$ cat src/rtl/serial_tx_pkg.sv
// rtl/serial_tx_pkg.sv - shared FSM state type and reset values for serial_tx_ctrl
package serial_tx_pkg;

  localparam int STATE_W = 2;

  typedef enum logic [STATE_W-1:0] {
    ST_IDLE  = 2'd0,
    ST_SHIFT = 2'd1,
    ST_GAP   = 2'd2
  } state_t;

  localparam state_t RST_STATE    = ST_IDLE;
  localparam logic   RST_IN_READY = 1'b1;
  localparam logic   RST_FRAME    = 1'b0;
  localparam logic   RST_BUSY     = 1'b0;
  localparam logic   RST_DONE     = 1'b0;

endpackage

$ cat src/rtl/piso_shifter.sv
// rtl/piso_shifter.sv - parallel-load, MSB-first shift register with zero fill
module piso_shifter #(
  parameter int WIDTH = 8
) (
  input  logic             clk,
  input  logic             reset_n,
  input  logic             load,
  input  logic             shift,
  input  logic [WIDTH-1:0] d,
  output logic             sdo
);

  logic [WIDTH-1:0] sr;

  always_ff @(posedge clk) begin
    if (!reset_n) begin
      sr <= '0;
    end else if (load) begin
      sr <= d;
    end else if (shift) begin
      sr <= {sr[WIDTH-2:0], 1'b0};
    end
  end

  assign sdo = sr[WIDTH-1];

endmodule

$ cat src/rtl/serial_tx_ctrl.sv
// rtl/serial_tx_ctrl.sv - valid/ready word-to-serial controller with framing and idle gap
// SERIAL_TX_PARITY_EN appends an even-parity bit after the LSB of every frame.
module serial_tx_ctrl
  import serial_tx_pkg::*;
#(
  parameter int WIDTH      = 8,
  parameter int GAP_CYCLES = 1
) (
  input  logic             clk,
  input  logic             reset_n,
  input  logic [WIDTH-1:0] in_data,
  input  logic             in_valid,
  output logic             in_ready,
  output logic             sdo,
  output logic             frame,
  output logic             busy,
  output logic             done
);

`ifdef SERIAL_TX_PARITY_EN
  localparam int FRAME_LEN = WIDTH + 1;
  logic [FRAME_LEN-1:0] load_word;
  // Parity rides in the shifter as an extra LSB, so it is fixed at acceptance.
  assign load_word = {in_data, ^in_data};
`else
  localparam int FRAME_LEN = WIDTH;
  logic [FRAME_LEN-1:0] load_word;
  assign load_word = in_data;
`endif

  localparam int CW     = $clog2(WIDTH + 2);
  localparam int GW_RAW = $clog2(GAP_CYCLES + 1);
  localparam int GW     = (GW_RAW > CW) ? GW_RAW : CW;
  localparam int GAP_LAST = (GAP_CYCLES > 0) ? GAP_CYCLES - 1 : 0;

  localparam logic [CW-1:0] BIT_LAST = CW'(FRAME_LEN - 1);
  localparam logic [GW-1:0] GAP_PRE  = GW'(GAP_LAST);

  state_t        state;
  logic [CW-1:0] bit_cnt;
  logic [GW-1:0] gap_cnt;
  logic          accept;
  logic          shift;
  logic          sh_sdo;

  assign accept = in_valid && in_ready && (state == ST_IDLE);
  assign shift  = (state == ST_SHIFT);

  piso_shifter #(
    .WIDTH(FRAME_LEN)
  ) u_shifter (
    .clk    (clk),
    .reset_n(reset_n),
    .load   (accept),
    .shift  (shift),
    .d      (load_word),
    .sdo    (sh_sdo)
  );

  // The shifter keeps stale zeros after a frame; gating by frame keeps sdo low.
  assign sdo = frame & sh_sdo;

  always_ff @(posedge clk) begin
    if (!reset_n) begin
      state    <= RST_STATE;
      in_ready <= RST_IN_READY;
      frame    <= RST_FRAME;
      busy     <= RST_BUSY;
      done     <= RST_DONE;
      bit_cnt  <= '0;
      gap_cnt  <= '0;
    end else begin
      done <= 1'b0;
      unique case (state)
        ST_IDLE: begin
          if (accept) begin
            state    <= ST_SHIFT;
            in_ready <= 1'b0;
            frame    <= 1'b1;
            busy     <= 1'b1;
            bit_cnt  <= BIT_LAST;
          end
        end
        ST_SHIFT: begin
          if (bit_cnt == '0) begin
            frame   <= 1'b0;
            done    <= 1'b1;
            gap_cnt <= GAP_PRE;
            if (GAP_CYCLES > 0) begin
              state <= ST_GAP;
            end else begin
              state    <= ST_IDLE;
              in_ready <= 1'b1;
              busy     <= 1'b0;
            end
          end else begin
            bit_cnt <= bit_cnt - CW'(1);
          end
        end
        ST_GAP: begin
          if (gap_cnt == '0) begin
            state    <= ST_IDLE;
            in_ready <= 1'b1;
            busy     <= 1'b0;
          end else begin
            gap_cnt <= gap_cnt - GW'(1);
          end
        end
        default: begin
          state    <= ST_IDLE;
          in_ready <= 1'b1;
          frame    <= 1'b0;
          busy     <= 1'b0;
        end
      endcase
    end
  end

endmodule
$ cat config.mk
export PLATFORM = sky130hd
export DESIGN_NAME = serial_tx_ctrl
export DESIGN_NICKNAME = d
export VERILOG_FILES = /design/src/rtl/serial_tx_pkg.sv /design/src/rtl/piso_shifter.sv /design/src/rtl/serial_tx_ctrl.sv
export SDC_FILE = /design/constraint.sdc
export NUM_CORES = 1
export LEC_CHECK = 0
export ABC_AREA = 1
export CORE_AREA = 2 2 49 51
export CTS_BUF_LIST = sky130_fd_sc_hd__clkbuf_16
export DETAILED_ROUTE_END_ITERATION = 8
export DIE_AREA = 0 0 51 53
export PLACE_DENSITY = 0.71
export SLEW_MARGIN = 5
export SYNTH_ARGS = -nofsm -noshare
export SYNTH_HDL_FRONTEND = slang
export SYNTH_SLANG_ARGS = --single-unit
export TNS_END_PERCENT = 100
$ cat constraint.sdc
create_clock -name clk -period 2.1 [get_ports clk]
set_input_delay 0.315 -clock clk [delete_from_list [all_inputs] [get_ports clk]]
set_output_delay 0.315 -clock clk [all_outputs]
set_load 0.01 [all_outputs]
Word level (Yosys, flattened, before mapping):

Index checks and enable logic that the tools add are counted.

* word-level logic and storage cells: 55
* output and inout port bits: 5
* register bits after elaboration: 22
* input bits: 11

* bitwise logic cells: 3
* equal/unequal tests: 7
* multiplexer cells: 21
* add/sub/neg operators: 2
* reductions and logical operators: 14

Operators with widths (number)
* $mux W4: 4
* $mux W8: 2
* $pmux W4 S2: 2
* $reduce_and A3 Y1: 5
* $pmux W1 S3: 3
* $logic_not A4 Y1: 2
* $ne A2 B2 Y1 const B: 4
* $sub A4 B1 Y4 const B: 2
* $mux W1: 6
* $mux W2: 3
* $pmux W2 S3: 1
* $reduce_bool A2 Y1: 3
* $eq A2 B1 Y1 const B: 1
* $eq A2 B2 Y1 const B: 1
* $logic_and A1 B1 Y1: 2
* $logic_not A2 Y1: 1
* $ne A2 B1 Y1 const B: 1
* $not A1 Y1: 2
* $reduce_and A2 Y1: 1
* $and A1 B1 Y1: 1

Longest topological paths before layout:

* word-level depth: 4
* gate-level depth with buffers: 9
* gate-level depth less buffers: 9

By module:

From an unflattened synthesis, not the netlist that was laid out.

* cells, all modules: 163
* area total of the unflattened synthesis: 1118.6 µm²

By module, submodules not included
* serial_tx_ctrl: cells an instance 103, times used 1, seq. area each 280.3 µm², area an instance 719.4 µm²
* piso_shifter: cells an instance 60, times used 1, seq. area each 160.2 µm², area an instance 399.1 µm²

Worst setup path after synthesis:

No wires, ideal clock.

* kind: flip-flop to flip-flop
* from: register bit_cnt[0]
* to: register bit_cnt[1]
* buffers on the path: 0
* arrival: 1.031 ns
* required time: 1.985 ns
* cell stages (with the launch flop): 9
* slack: 0.953 ns
* library setup time: 0.115 ns
* period minus slack after synthesis: 1.147 ns
* path through: dfxtp_1 inv_1 ha_1 nand2_1 nand2_4 nand2_1 nand2_1 o21ai_0 inv_1

* longest elaborated chain between the ends: 3
* elaborated cells on any way between the ends: 6
* classes of those cells: add/sub (1); eq/ne (1); mux (2); reduce/logical (2)

Ends and longest elaborated chain
* from (decl): line serial_tx_ctrl.sv:40 `logic [CW-1:0] bit_cnt;`
* from (signal assigned): line serial_tx_ctrl.sv:97 `bit_cnt <= bit_cnt - CW'(1);`
* $sub A4 B1 Y4 or $logic_not A4 Y1 (tied branches): line serial_tx_ctrl.sv:97, serial_tx_ctrl.sv:85
* $mux W4 or $ne A2 B2 Y1 (tied branches)
* $pmux W4 S2 or $reduce_and A3 Y1 (tied branches)

Parallel ways exist; a longest one is shown, timed or not. The select of a mux whose other input is x is not followed.
A chain may end at the register's enable or synchronous reset.

Worst setup path after layout:

* from: register frame
* to: output sdo

* longest elaborated chain between the ends: 1

Ends and longest elaborated chain
* from (decl): line serial_tx_ctrl.sv:15 `output logic frame,`
* from (signal assigned): line serial_tx_ctrl.sv:67 `frame <= RST_FRAME;`
* from (signal assigned): line serial_tx_ctrl.sv:79 `frame <= 1'b1;`
* from (signal assigned): line serial_tx_ctrl.sv:86 `frame <= 1'b0;`
* $and A1 B1 Y1: line serial_tx_ctrl.sv:61 `assign sdo = frame & sh_sdo;`
* to (decl): line serial_tx_ctrl.sv:14 `output logic sdo,`

No other way between the ends.

==> summary.md <==
| Metric | Value |
|---|---|
| Outcome | `complete, no violations` |
| CP endpoint kind | `output port` |
| Port bufs | `15` |
| Fill cell count | `211` |
| Clk buf depth | `2` |
| Clock buffer count from CTS | `3` |
| RR Endpoint | `bit_cnt[2]$_SDFFE_PN0P_` |
| Hold Slack | `between 0.4 and 0.5 ns` |
| Die Wd | `between 50 and 60 um` |
| DIE AREA | `about 2700 um2` |
| DR iter-0 viols | `26` |
| Fmax | `around 650 MHz` |
| Residual DRC | `0` |
| Die span in y | `roughly 53 um` |
| DR vias | `approximately 950` |
| CTS sink count | `22` |
| Fraction of registers with async set/reset | `0%` |
| Slew margin rel. | `69.6%` |
| CP Class | `register to output port` |
| Post-Layout Cell Count | `around 190` |
| R2r setup slk | `around 0.64 ns` |
| Ant diodes | `0` |
| Gp weighted congestion | `between 0.7 and 0.8` |
| RSZ-0062 raised after global routing | `no` |
| Part of the power in the clock network | `26.7%` |
| Switching Fraction | `between 30% and 40%` |
| Global Route Usage Sum | `~18%` |
| Max IR drop VDD | `~0.74 mV` |
| GR Overflow Total | `0` |
| Layout area overhead | `24.4%` |
| Lkg Pwr | `~0.54 nW` |
| Layout cells sized above 1 | `under 10%` |
| Syn Inst Count | `about 140` |
| Syn_nets | `155` |
| Worst hold path class | `register to register` |
| Crit path time final | `1.55 ns` |
| Flop pwr share | `between 30% and 40%` |
| Antenna-violating nets left | `0` |
| YS warnings | `0` |
| R2R depth | `7` |
| Core outline area | `around 2100 um2` |
| DR pass1 iterations | `4` |
| Pwr/cell area | `between 1000 and 1500 nW/um2` |
| IO Pins | `16` |
| Setup TNS | `0 ns` |
| Critical path origin | `frame$_SDFFE_PN0P_` |
| Critical Path End | `sdo` |
| Initial Util | `47.0%` |
| Synth cell types | `18` |
| Vias in the first global route | `just under 900` |
| Int Power | `~0.00095 W` |
| Total length of routed wires | `2010 um` |
| Fin crit share | `between 70 and 80%` |
| First-pass GRT wire length | `roughly 3600 um` |
| Worst reg2reg startpoint | `state[0]$_SDFFE_PN0P_` |
| Worst slew pin tran | `between 0.4 and 0.5 ns` |
| Critical Path Start Type | `register` |
| Top cell type by total area after synthesis | `dfxtp_1` |
| Synth area leaders | `dfxtp_1 (44%), nand2_1 (14%), nand3_1 (7.9%)` |
| Initial antenna violation count | `0` |
| Worst path arrival time | `1.23 ns` |
| Post-CTS Setup Bufs | `0` |
| Hold Crit Start | `gap_cnt[0]$_SDFFE_PN0P_` |
| Area of the mapped netlist | `about 1000 um2` |
| Via/cell ratio | `~5.1` |
| Commonest cells in the netlist | `nand2_1 (37), dfxtp_1 (22), nand3_1 (16), inv_1 (15), nor2_1 (14)` |
| Ys flop type | `dfxtp_1` |
| Post-synth top area share | `43.6%` |
| CTS tree | `yes` |
| CP max FO | `3` |
| Sw power | `slightly above 0.0005 W` |
| Register area share after synthesis | `between 40% and 50%` |
| Final setup vio count | `0` |
| H-tree levels | `1` |
| Largest net degree at the start of global routing | `14` |
| Drt wl/cell | `between 10 and 15 um` |
| Fin. Hold Viols | `0` |
| Combinational share of power | `between 30% and 40%` |
| Synth Area per Inst | `about 7.1 um2` |
| Reg clk slew, reported paths | `about 0.06 ns` |
| Clk_skew | `0.00394 ns` |
| # hold bufs at CTS | `0` |
| Post-synthesis register bit count | `22` |
| Count leader, synth | `nand2_1` |
| Clk root buf | `clkbuf_16` |
| WP data required | `around 1.8 ns` |
| Dpl cells | `between 150 and 200` |
| Max-slew violation count | `0` |
| Net total in the final layout | `between 150 and 200` |
| Post-synth EDFFs | `0` |
| Post-cts repair resize count | `0` |
| Hpwl dp | `roughly 1500 um` |
| # Max-Cap Violations | `0` |
| Std-Cell Rows | `17` |
| Clk_lat worst skew | `about 0.25 ns` |
[sequential cells by signal, summed over array words and instances (netlist names)]
signal / cells
u_shifter.sr: 8
bit_cnt: 4
gap_cnt: 4
state: 2
busy: 1
done: 1
frame: 1
in_ready: 1
[worst min-delay path by stage]
stage	end	cells past startpoint	slack, ns
after global routing	gap_cnt[0]$_SDFFE_PN0P_	1	0.48
after detailed placement	gap_cnt[0]$_SDFFE_PN0P_	1	0.43
final	gap_cnt[0]$_SDFFE_PN0P_	1	0.44
after global placement	gap_cnt[0]$_SDFFE_PN0P_	1	0.42
after CTS	gap_cnt[0]$_SDFFE_PN0P_	1	0.43
after floorplan	gap_cnt[0]$_SDFFE_PN0P_	1	0.41
[kinds of logic (layout without fill, tap and decap cells)]
family | Yosys count | count (layout) | share of synthesized area [%]
compound gates | 20 | 20 | 10.8
fa+ha+maj | 2 | 2 | 2.48
buf+inv | 21 | 36 | 8.43
flops | 22 | 22 | 43.6
simple gates | 77 | 77 | 34.7
[stage by stage]
stage / total power (W) / utilization (%) / instance area (um2) / worst slack [ns]
final: 0.00147 / 58.5 / 1260 / 0.550
after global routing: 0.00158 / 58.5 / 1260 / 0.487
after CTS: 0.00147 / 58.5 / 1260 / 0.558
after detailed placement: 0.00108 / 55.0 / 1180 / 0.392
after global placement: 0.00107 / 55.0 / 1180 / 0.440
after floorplan: 0.000948 / - / 1010 / 0.953
[power by group through the flow]
stage | sequential, W | combinational, W | clock (W)
floorplan | 0.000582 | 0.000366 | 0
global placement | 0.000586 | 0.000479 | 0
detailed placement | 0.000589 | 0.000495 | 0
CTS | 0.000582 | 0.000500 | 0.000393
global route | 0.000595 | 0.000575 | 0.000409
finish | 0.000583 | 0.000495 | 0.000392
[final cells by class]
type                    instances  area [um2]  share of cell area (%)
flip-flops and latches         22         440                    35.1
well taps                      28        35.0                    2.79
multi-input cells              99         484                    38.5
clock buffers                   3        75.1                    5.98
repair buffers                 16         158                    12.5
inverters                      17        63.8                    5.08
[layer usage]
metal	GRT usage (%)	wire length, um	vias up	share of wire [%]
met3	4.24	92	5	4.6
met1	18.8	899	424	45
met4	6.76	32	0	1.6
met5	0	0	-	0
li1	-	-	493	-
met2	33.1	989	24	49
[placed cells by master, fill, tap and decap left out, types with 6 or more instances in the layout]
cell type        count
a31oi_1              7
clkdlybuf4s50_1     15
nand2_1             37
dfxtp_1             22
a21oi_1              7
o21ai_0              6
nor2_1              14
nand3_1             16
inv_1               15
[critical path, cell delays in order, from the launching register on]
cell and delay, ns:
dfxtp_1 0.35, nand2_1 0.06, inv_1 0.05, clkdlybuf4s50_1 0.52
(Power assumes the default switching activity.)
